**src/rtl/ecg_dual_lif_encoder.sv**
```systemverilog
// Two-polarity leaky integrate-and-fire spike encoder for signed ECG samples.
// ON channel integrates positive deflections, OFF channel integrates negative ones.
module ecg_dual_lif_encoder #(
    parameter int unsigned W          = 20,
    parameter int unsigned ACC_W      = 24,
    parameter int unsigned THRESH     = 1000,
    parameter int unsigned LEAK_SHIFT = 4,
    parameter int unsigned REFRAC     = 2,
    parameter int unsigned CNT_W      = 16
) (
    input  logic                clk,
    input  logic                reset,
    input  logic                sample_valid,
    input  logic signed [W-1:0] sample,
    input  logic                count_clr,
    output logic                spike_pos,
    output logic                spike_neg,
    output logic                spike_any,
    output logic [ACC_W-1:0]    vmem_pos,
    output logic [ACC_W-1:0]    vmem_neg,
    output logic [CNT_W-1:0]    count_pos,
    output logic [CNT_W-1:0]    count_neg
);

    localparam int unsigned RW = (REFRAC > 0) ? $clog2(REFRAC + 1) : 1;
    localparam logic [ACC_W:0]  THR      = (ACC_W+1)'(THRESH);
    localparam logic [ACC_W:0]  SAT      = {1'b0, {ACC_W{1'b1}}};
    localparam logic [RW-1:0]   REFRAC_V = RW'(REFRAC);
    localparam logic [W-1:0]    S_MIN    = {1'b1, {(W-1){1'b0}}};
    localparam logic [W-1:0]    S_MAX    = {1'b0, {(W-1){1'b1}}};

    // index 0 = ON channel, index 1 = OFF channel
    logic [1:0][ACC_W-1:0] v_q;
    logic [1:0][RW-1:0]    refr_q;
    logic [1:0][CNT_W-1:0] cnt_q;
    logic [1:0]            spk_q;

    logic [W-1:0]          mag_neg;
    logic [1:0][ACC_W-1:0] in_c;
    logic [1:0][ACC_W-1:0] leak_c;
    logic [1:0][ACC_W-1:0] vl_c;
    logic [1:0][ACC_W:0]   sum_c;
    logic [1:0][ACC_W:0]   t_c;
    logic [1:0]            fire_c;
    logic [1:0][ACC_W-1:0] v_n;
    logic [1:0][RW-1:0]    refr_n;

    // Rectification; the most negative sample clamps to the largest positive magnitude
    always_comb begin
        mag_neg = (sample == S_MIN) ? S_MAX : (~sample + W'(1));
        in_c[0] = sample[W-1] ? '0 : {{(ACC_W-W){1'b0}}, sample};
        in_c[1] = sample[W-1] ? {{(ACC_W-W){1'b0}}, mag_neg} : '0;
    end

    // Per-channel leak, saturating integrate, threshold and refractory update
    always_comb begin
        for (int c = 0; c < 2; c++) begin
            leak_c[c] = (LEAK_SHIFT == 0) ? '0 : (v_q[c] >> LEAK_SHIFT);
            vl_c[c]   = v_q[c] - leak_c[c];
            sum_c[c]  = {1'b0, vl_c[c]} + {1'b0, in_c[c]};
            t_c[c]    = (sum_c[c] > SAT) ? SAT : sum_c[c];
            fire_c[c] = 1'b0;
            v_n[c]    = vl_c[c];
            refr_n[c] = refr_q[c];
            if (refr_q[c] != '0) begin
                refr_n[c] = refr_q[c] - RW'(1);
            end else if (t_c[c] >= THR) begin
                fire_c[c] = 1'b1;
                v_n[c]    = ACC_W'(t_c[c] - THR);
                refr_n[c] = REFRAC_V;
            end else begin
                v_n[c]    = ACC_W'(t_c[c]);
            end
        end
    end

    always_ff @(posedge clk) begin
        if (reset) begin
            v_q    <= '0;
            refr_q <= '0;
            cnt_q  <= '0;
            spk_q  <= '0;
        end else begin
            spk_q <= sample_valid ? fire_c : 2'b00;
            if (sample_valid) begin
                v_q    <= v_n;
                refr_q <= refr_n;
            end
            // Clear wins over a same-edge increment; the spike itself still pulses
            for (int c = 0; c < 2; c++) begin
                if (count_clr)
                    cnt_q[c] <= '0;
                else if (sample_valid && fire_c[c] && (cnt_q[c] != {CNT_W{1'b1}}))
                    cnt_q[c] <= cnt_q[c] + CNT_W'(1);
            end
        end
    end

    assign spike_pos = spk_q[0];
    assign spike_neg = spk_q[1];
    assign spike_any = spk_q[0] | spk_q[1];
    assign vmem_pos  = v_q[0];
    assign vmem_neg  = v_q[1];
    assign count_pos = cnt_q[0];
    assign count_neg = cnt_q[1];

endmodule

```
**config.mk**
```make
export PLATFORM = sky130hd
export DESIGN_NAME = ecg_dual_lif_encoder
export DESIGN_NICKNAME = d
export VERILOG_FILES = /design/src/rtl/ecg_dual_lif_encoder.sv
export SDC_FILE = /design/constraint.sdc
export NUM_CORES = 1
export LEC_CHECK = 0
export ABC_AREA = 0
export BUFFER_PORTS_ARGS = -buffer_cell sky130_fd_sc_hd__buf_2
export CORE_ASPECT_RATIO = 0.7
export CORE_MARGIN = 5
export CORE_UTILIZATION = 62
export DETAILED_ROUTE_END_ITERATION = 7
export PLACE_DENSITY_LB_ADDON = 0.12
export SLEW_MARGIN = 40
export SYNTH_ARGS = -nofsm -noshare
export SYNTH_HDL_FRONTEND = slang
export SYNTH_SLANG_ARGS = --single-unit
export TNS_END_PERCENT = 20
```
**constraint.sdc**
```tcl
create_clock -name clk -period 7.6 [get_ports clk]
set_clock_uncertainty 0.15 [all_clocks]
set_input_delay 0 -clock clk [delete_from_list [all_inputs] [get_ports clk]]
set_output_delay 0 -clock clk [all_outputs]
set_load 0.05 [all_outputs]
```
==> impl_metrics.csv <==
group,metric,value,unit
run_status,status,"complete, no violations",
yosys,synth_edf_count,0,
clocking,path_clk_slew,0.07,ns
yosys,syn_area,10900,µm²
floorplan,io_pins,107,
clocking,clock_path_buffers,2,
routing,routedWlPerCell,19.6,µm
routing,drt-total-wl,35400,µm
routing,drtIter0Drc,1440,
routing,vias_per_cell,6.61,
yosys,yosysMostFrequentCell,"nor2_1",
grt,grtUsageMet2,0.486,
routing,antenna_left,0,
floorplan,die_h,121,µm
placement,gp_congestion,0.973,
setup_path,cp_max_fo,15,
cells_and_area,post-route-util,0.689,
yosys,yosys_warnings,0,
grt,grt_max_degree,55,
clocking,tritoncts,"yes",
sta,setup_violations,0,
setup_path,crit_path_start_kind,"flop",
floorplan,dieWidth,168,µm
yosys,syn_avg_cell_area,7.25,µm²
yosys,post-synth-top-area-fraction,0.158,
cells_and_area,multi_input_area,8600,µm²
cells_and_area,layout-drive-gt1-share,0.116,
routing,drc_errors,0,
yosys,yosysSeqAreaShare,0.158,
cells_and_area,area.growth.synth_to_final,8.85,%
yosys,synth_common_cells,"nor2_1, nand2_1, a21oi_1",
grt,grt.overflow.total,0,
routing,num_vias,12000,
sta,hold_viol,0,
job,maxCapViolations,0,
floorplan,die-area,20400,µm²
floorplan,rows,40,
placement,dp_hpwl,27800,µm
floorplan,coreArea,17200,µm²
sta,setup_tns,0,ns
grt,antenna_found_initial,0,
routing,drtPass1Iterations,6,
sta,holdWs,0.0938,ns
setup_path,worstPathArrival,7.12,ns
sta,rsz0062_at_grt,"no",
grt,grt_busiest_layer,"met1",
min_path,min_path_type,"in2reg",
setup_path,crit_type,"reg2reg",
placement,numPortBuffers,106,
sta,fmax,0.142,GHz
yosys,synth_cell_type_count,98,
grt,grt_use_met1,0.512,
yosys,synthArstFlopShare,0,
setup_path,endpoint_kind,"flop",
grt,track_usage,0.342,
floorplan,start_util,0.633,
grt,met3_usage,0.0899,
sta,relSlewSlack,0.404,
cells_and_area,diodes,0,
cells_and_area,layout.nets,1690,
setup_path,cp.required,7.70,ns
grt,grt_pass1_vias,10700,
yosys,yosys-top-cells-area,"dfxtp_1, ha_1, xnor2_1",
yosys,ys.flop_type,"dfxtp_1",
sta,worst_slew_pin_slew,0.892,ns
cells_and_area,seq_area,1720,µm²
yosys,yosys_register_bits,86,
clocking,clkLatencyLatePin,0.37,ns
clocking,clock-sinks,86,
yosys,synth_top_area_cell,"dfxtp_1",
sta,slew_viol_final,0,
clocking,clockRootBuffer,"clkbuf_16",
yosys,syn_inst,1502,
clocking,htree_levels,3,
sta,fin_crit,7.02,ns
cells_and_area,fill_cells,1546,
yosys,synthesis.nets,1620,
sta,finalCritPeriodShare,0.923,
clocking,cts_buffers,9,
grt,grt_pass1_wl,56900,µm
cells in the final DEF, fill, tap and decap left out, types with 12 or more instances in the layout:
master and count:
nor2_1 151, nand2_1 126, a21oi_1 123, buf_2 106, ha_1 90, dfxtp_1 86
inv_1 80, xnor2_1 80, o21ai_0 67, nor3_1 55, nand3_1 48, a21o_1 42
xor2_1 39, nor2b_1 36, o21a_1 34, nor4_1 28, or3_1 23, mux2i_1 19
nand4_1 18, o211ai_1 16, and3_1 16, a211oi_1 15, a31oi_1 14, and2_1 13
buf_4 13, o21bai_1 12
flip-flops by register name, indices dropped and copies added, names as in the netlist:
| signal | flops |
|---|---|
| spk_q | 2 |
| refr_q | 4 |
| count_neg | 16 |
| vmem_neg | 24 |
| count_pos | 16 |
| vmem_pos | 24 |
metal layers:
layer / wire (µm) / up-vias / part of all wire
li1: - / 5678 / -
met1: 16700 / 5553 / 0.47
met2: 14000 / 664 / 0.40
met3: 4150 / 57 / 0.12
met4: 566 / 0 / 0.016
met5: 0 / - / 0
metrics by stage:
step                      cell area [µm²]  setup slack [ns]  cells
after floorplan                     10900             0.925   1502
after global placement              11500             0.963   1791
after detailed placement            11500             0.772   1791
after CTS                           11800             0.716   1808
after global routing                11900           0.00554   1808
final                               11900             0.582   1808
kinds of logic (layout without fill, tap and decap cells):
kind of cell | Yosys count | after routing | share of synthesized area
XOR/XNOR | 119 | 119 | 0.0957
AO/OA/AOI/OAI | 454 | 454 | 0.289
adder cells (fa/ha/maj) | 94 | 94 | 0.111
multiplexers | 22 | 22 | 0.0213
buffers and inverters | 142 | 217 | 0.0533
flip-flops | 86 | 86 | 0.158
AND/OR/NAND/NOR | 585 | 585 | 0.272
worst max-delay path, cell delays in order, from the launching register on:
cell	delay [ns]
dfxtp_1	0.43
ha_1	0.21
inv_1	0.05
fa_1	0.41
a211oi_1	0.34
o21ai_1	0.21
a21oi_1	0.36
a32oi_1	0.25
xor2_1	0.29
ha_1	0.34
a21o_1	0.18
a21o_1	0.20
a21o_1	0.20
a221oi_2	0.38
a21oi_2	0.05
buf_4	0.18
and3_1	0.22
nor2_1	0.21
ha_1	0.31
nor2_1	0.12
nand2_1	0.15
nand4_2	0.27
nor3_4	0.63
o41ai_1	0.12
a221o_1	0.32
a221o_1	0.31
path summary, 6_finish.rpt:
| path | from | endpoint | slack, ns | cells after the start |
|---|---|---|---|---|
| max | vmem_neg[4]$_SDFFE_PP0P_ | vmem_neg[7]$_SDFFE_PP0P_ | 0.58 | 25 |
| min | reset | refr_q[2]$_SDFFE_PP0P_ | 0.09 | 3 |
| max reg2reg | vmem_neg[4]$_SDFFE_PP0P_ | vmem_neg[7]$_SDFFE_PP0P_ | 0.58 | 25 |
| min reg2reg | vmem_neg[0]$_SDFFE_PP0P_ | vmem_neg[0]$_SDFFE_PP0P_ | 0.33 | 2 |
cell type report:
cell class                      count  share of cell area
Sequential cell                    86               0.145
Multi-Input combinational cell   1274               0.726
Timing Repair Buffer              120              0.0538
Clock inverter                      7             0.00633
Inverter                           81              0.0256
Tap cell                          231              0.0244
Clock buffer                        9              0.0190
repair_timing:
| action | 4_1_cts | 5_1_grt |
|---|---|---|
| endpoints found under the hold margin | 4 | 0 |
| hold buffers | 1 | 0 |
| gates resized for setup | 0 | 0 |
| setup buffers | 0 | 0 |
Power is left out: the tool's default activity adds up to more than one toggle a clock period on the data nets, which glitch-free logic cannot reach.
